$ cat src/rtl/digital_clock_alarm.sv
// Binary HH:MM:SS clock with 1 Hz prescaler, runtime set, run/pause,
// optional 12-hour display and an HH:MM alarm with a sticky flag.
module digital_clock_alarm #(
  parameter int unsigned TICK_DIV     = 10_000_000,
  parameter bit          HOUR_MODE_12 = 1'b0
) (
  input  logic       clk,
  input  logic       reset,
  input  logic       run,
  input  logic       set_valid,
  input  logic [1:0] set_field,
  input  logic [5:0] set_value,
  output logic       set_err,
  input  logic       alarm_wr,
  input  logic [4:0] alarm_hours,
  input  logic [5:0] alarm_minutes,
  input  logic       alarm_en,
  input  logic       alarm_clr,
  output logic       alarm,
  output logic       tick,
  output logic [5:0] hours,
  output logic [5:0] minutes,
  output logic [5:0] seconds,
  output logic       pm,
  output logic [5:0] hours_oeb,
  output logic [5:0] minutes_oeb,
  output logic [5:0] seconds_oeb
);

  localparam logic [31:0] PRESC_MAX = 32'(TICK_DIV - 1);

  logic [31:0] presc_q, presc_d;
  logic [5:0]  sec_q, sec_d, min_q, min_d;
  logic [4:0]  hr_q, hr_d;
  logic [4:0]  alm_h_q, alm_h_d;
  logic [5:0]  alm_m_q, alm_m_d;
  logic        alarm_q, alarm_d;
  logic        set_err_q, set_err_d;
  logic        oeb_q;

  logic [5:0]  sec_adv, min_adv;
  logic [4:0]  hr_adv, hr_disp;
  logic        carry_s, carry_m, set_ok, alarm_hit;

  assign tick = run && (presc_q == PRESC_MAX);

  always_comb begin
    carry_s = tick && (sec_q == 6'd59);
    carry_m = carry_s && (min_q == 6'd59);
    sec_adv = tick    ? ((sec_q == 6'd59) ? 6'd0 : sec_q + 6'd1) : sec_q;
    min_adv = carry_s ? ((min_q == 6'd59) ? 6'd0 : min_q + 6'd1) : min_q;
    hr_adv  = carry_m ? ((hr_q  == 5'd23) ? 5'd0 : hr_q  + 5'd1) : hr_q;

    case (set_field)
      2'd0, 2'd1: set_ok = set_valid && (set_value <= 6'd59);
      2'd2:       set_ok = set_valid && (set_value <= 6'd23);
      default:    set_ok = 1'b0;
    endcase
    set_err_d = set_valid && !set_ok;

    // A written field takes the new value; any carry into it is dropped
    sec_d = (set_ok && set_field == 2'd0) ? set_value      : sec_adv;
    min_d = (set_ok && set_field == 2'd1) ? set_value      : min_adv;
    hr_d  = (set_ok && set_field == 2'd2) ? set_value[4:0] : hr_adv;

    if (set_ok && set_field == 2'd0)
      presc_d = 32'd0;
    else if (tick)
      presc_d = 32'd0;
    else if (run)
      presc_d = presc_q + 32'd1;
    else
      presc_d = presc_q;

    alm_h_d = alm_h_q;
    alm_m_d = alm_m_q;
    if (alarm_wr && alarm_hours <= 5'd23 && alarm_minutes <= 6'd59) begin
      alm_h_d = alarm_hours;
      alm_m_d = alarm_minutes;
    end

    // Compare against the tick-advanced time so set writes never fire it
    alarm_hit = tick && alarm_en && (sec_adv == 6'd0) &&
                (min_adv == alm_m_q) && (hr_adv == alm_h_q);
    if (alarm_hit)
      alarm_d = 1'b1;
    else if (alarm_clr)
      alarm_d = 1'b0;
    else
      alarm_d = alarm_q;
  end

  always_ff @(posedge clk) begin
    if (!reset) begin
      presc_q   <= '0;
      sec_q     <= '0;
      min_q     <= '0;
      hr_q      <= '0;
      alm_h_q   <= '0;
      alm_m_q   <= '0;
      alarm_q   <= 1'b0;
      set_err_q <= 1'b0;
      oeb_q     <= 1'b1;
    end else begin
      presc_q   <= presc_d;
      sec_q     <= sec_d;
      min_q     <= min_d;
      hr_q      <= hr_d;
      alm_h_q   <= alm_h_d;
      alm_m_q   <= alm_m_d;
      alarm_q   <= alarm_d;
      set_err_q <= set_err_d;
      oeb_q     <= 1'b0;
    end
  end

  always_comb begin
    if (hr_q == 5'd0)
      hr_disp = 5'd12;
    else if (hr_q > 5'd12)
      hr_disp = hr_q - 5'd12;
    else
      hr_disp = hr_q;
  end

  assign hours       = HOUR_MODE_12 ? {1'b0, hr_disp} : {1'b0, hr_q};
  assign pm          = HOUR_MODE_12 && (hr_q >= 5'd12);
  assign minutes     = min_q;
  assign seconds     = sec_q;
  assign alarm       = alarm_q;
  assign set_err     = set_err_q;
  assign hours_oeb   = {6{oeb_q}};
  assign minutes_oeb = {6{oeb_q}};
  assign seconds_oeb = {6{oeb_q}};

endmodule

$ cat config.mk
export PLATFORM = sky130hd
export DESIGN_NAME = digital_clock_alarm
export DESIGN_NICKNAME = d
export VERILOG_FILES = /design/src/rtl/digital_clock_alarm.sv
export SDC_FILE = /design/constraint.sdc
export NUM_CORES = 1
export LEC_CHECK = 0
export CAP_MARGIN = 20
export CORE_MARGIN = 8
export CORE_UTILIZATION = 53
export CTS_CLUSTER_DIAMETER = 30
export DETAILED_ROUTE_END_ITERATION = 8
export PLACE_DENSITY = 0.81
export SLEW_MARGIN = 10
export SYNTH_ARGS = -nofsm -noshare
export SYNTH_HDL_FRONTEND = slang
export SYNTH_SLANG_ARGS = --single-unit
$ cat constraint.sdc
create_clock -name clk -period 3.3 [get_ports clk]
set_clock_uncertainty 0.15 [all_clocks]
set_input_delay 0.495 -clock clk [delete_from_list [all_inputs] [get_ports clk]]
set_output_delay 0.495 -clock clk [all_outputs]
set_load 0.02 [all_outputs]
==> results_dict.tcl <==
set metrics [dict create \
    status "completed" \
    postSynthCellCount 441 \
    vias 3384 \
    cts_resized 0 \
    routed_via_density 5.83 \
    grt_use_total_pct 19.8 \
    ant_nets 0 \
    r2r_slack_ns 0.23 \
    nets 527 \
    grt_pass1_wl_um 15700 \
    start_kind "input pin" \
    tritoncts "built" \
    cap_viol_max_count 0 \
    worst_ep_arrival_time_ns 2.55 \
    synth_commonest_cells "74 x nor2_1, 63 x dfxtp_1, 33 x nand2_1" \
    port_buffers 63 \
    cp_cell_sequence "clkdlybuf4s50_1 -> and4_4 -> nand4_1 -> or3_4 -> inv_1 -> clkdlybuf4s50_1" \
    antenna_found_initial 0 \
    clock_latency_ns 0.34 \
    postCtsSetupRepairBufs 0 \
    cp_top_family "buffers and inverters" \
    synthSimpleGateAreaFrac_pct 28.9 \
    synth_seq_area_share_pct 35.5 \
    ys_warn_count 0 \
    ys.flop_type "dfxtp_1" \
    report.final.hold_viol_count 0 \
    critPathMaxFanout 4 \
    final_layout_size_suffix_gt1_share_pct 8.40 \
    finalCriticalPeriod_ns 3.19 \
    ctsHtreeMaxLevel 3 \
    dr.pass1.iters 4 \
    ir_drop_mv 0.285 \
    path_clk_slew_ns 0.06 \
    start_util_pct 53.4 \
    syn_area_um2 3550 \
    die_h_um 97.9 \
    critPathRequiredTime_ns 2.65 \
    cpMostUsedCell "clkdlybuf4s50_1" \
    yosys.area.top_type_share_pct 35.5 \
    grt-ovfl-total 0 \
    place.gp.congestion 0.972 \
    place_area_um2 4200 \
    clock_sinks 63 \
    power.density_nw_per_um2 387 \
    first_iter_violations 290 \
    syn_avg_cell_area_um2 8.05 \
    grt_max_degree 33 \
    ios 66 \
    cp_num_buf_inv 3 \
    clockBufferDepth 2 \
    setup_viol_count_final 0 \
    yosysMostFrequentCell "nor2_1" \
    cts_hold_buf 0 \
    max_freq_mhz 313 \
    cts-root-buf "clkbuf_8" \
    finalInstanceArea_um2 4390 \
    critPathKind "input pin to output port" \
    muxShareOfSynthArea_pct 4.83 \
    place_hpwl_um 7040 \
    synth-edff-count 0 \
    synth.distinct_cells 59 \
    grt_pass1_vias 3312 \
    routed_wl_um 9390 \
    hold_slack_ns 0.370 \
    hp-class "flip-flop to flip-flop" \
    synth_adder_area_share_pct 1.41 \
    die_w_um 97.9 \
    cts_made_buffers 9 \
    synth-seq-cells 63 \
    slew_viol_final 0 \
    cp-end-kind "output port" \
    async_flop_share_pct 0 \
    synth_area_leaders "dfxtp_1 36%, nor2_1 7.8%, xor2_1 5.7%" \
    synth_xor_area_share_pct 9.13 \
    die_area_um2 9570 \
    rsz0062_at_grt "no" \
    synth-compound-area-share_pct 12.5 \
    post-route-drc-count 0 \
    max_stage_delay_ns 0.61 \
    syn_to_final_growth_pct 23.6 \
    row_count 30 \
    num_antenna_cells 0 \
    p_leak_nw 1.61 \
    coreArea_um2 6640 \
    synth_top_family_by_area "simple AND/OR/NAND/NOR gates" \
    wl_per_cell_um 16.2 \
    worstMarginPinSlew_ns 0.540 \
    relSlewSlack_pct 63.9 \
    finalCritPeriodShare_pct 96.7 \
    crit_slowest_cell "clkdlybuf4s50_1" \
    synth_top_cell_by_area "dfxtp_1" \
]
==> final cells by class <==
type	count	area [µm²]
Tap cell	80	100
Clock buffer	10	138
Inverter	12	45.0
Timing Repair Buffer	81	766
Sequential cell	63	1260
Fill cell	572	2260
Clock inverter	4	47.5
Multi-Input combinational cell	330	2030
==> path summary, 6_finish.rpt <==
| check | startpoint | to | cells after the start |
|---|---|---|---|
| max reg2reg | seconds[1] | alarm | 9 |
| min | presc_q[13] | presc_q[13] | 2 |
| min reg2reg | presc_q[13] | presc_q[13] | 2 |
| max | run | tick | 6 |
==> state kept, by name, indices dropped and copies added, names as in the netlist <==
| name | count |
|---|---|
| alm_h_q | 5 |
| set_err | 1 |
| seconds | 6 |
| hr_q | 5 |
| oeb_q | 1 |
| presc_q | 32 |
| alm_m_q | 6 |
| minutes | 6 |
| alarm | 1 |
==> cells in the final DEF, fill, tap and decap left out, drive strengths merged, types with 6 or more instances in the layout <==
master         count
nor2              74
dfxtp             63
clkdlybuf4s50     63
nand2             33
xor2              23
nand3             19
buf               18
mux2i             16
nand4             15
a21oi             15
nor3              15
xnor2             14
inv               11
or3               11
o21ai             11
clkbuf            10
a211oi            10
nor4               6
nand2b             6
and3               6
==> power breakdown <==
group | switching (mW) | total [mW] | internal [mW]
registers | 0.0332 | 0.815 | 0.782
logic | 0.116 | 0.230 | 0.114
clock network | 0.294 | 0.653 | 0.358
total | 0.443 | 1.70 | 1.25
==> metal layers <==
metal  wire (µm)  track usage (%)  part of all wire (%)  up-vias
li1            -                -                     -     1653
met1        4230             24.3                    45     1577
met2        4230             31.3                    45      133
met3         710             5.33                   7.6       21
met4         223             9.47                   2.4        0
met5           0                0                     0        -
==> per-stage QoR <==
stage / total power, mW / setup TNS [ns] / setup WS [ns] / util (%) / instances
3_5_place_dp: 1.06 / -0.00490 / -0.00490 / 63.2 / 566
3_3_place_gp: 1.06 / 0 / 0.0749 / 63.2 / 566
4_1_cts: 1.70 / 0 / 0.0590 / 66.0 / 580
5_1_grt: 1.76 / 0 / 0.0313 / 66.0 / 580
6_report: 1.70 / 0 / 0.108 / 66.0 / 580
2_1_floorplan: 0.964 / 0 / 0.329 / - / 442
==> logic make-up (layout without fill, tap and decap cells) <==
group | Yosys count | after routing
simple gates | 206 | 206
compound gates | 64 | 64
flops | 63 | 63
fa+ha+maj | 4 | 4
xor+xnor | 37 | 37
buf+inv | 49 | 107
other cells | 1 | 2
mux | 17 | 17
==> worst reg2reg max path: cells and delay by family (launching register included) <==
family	cells	cell delay (ns)
buf+inv	1	0.20
flops	1	0.43
simple gates	3	0.93
fa+ha+maj	1	0.33
compound gates	4	0.97
Power figures use the tool's default switching activity.
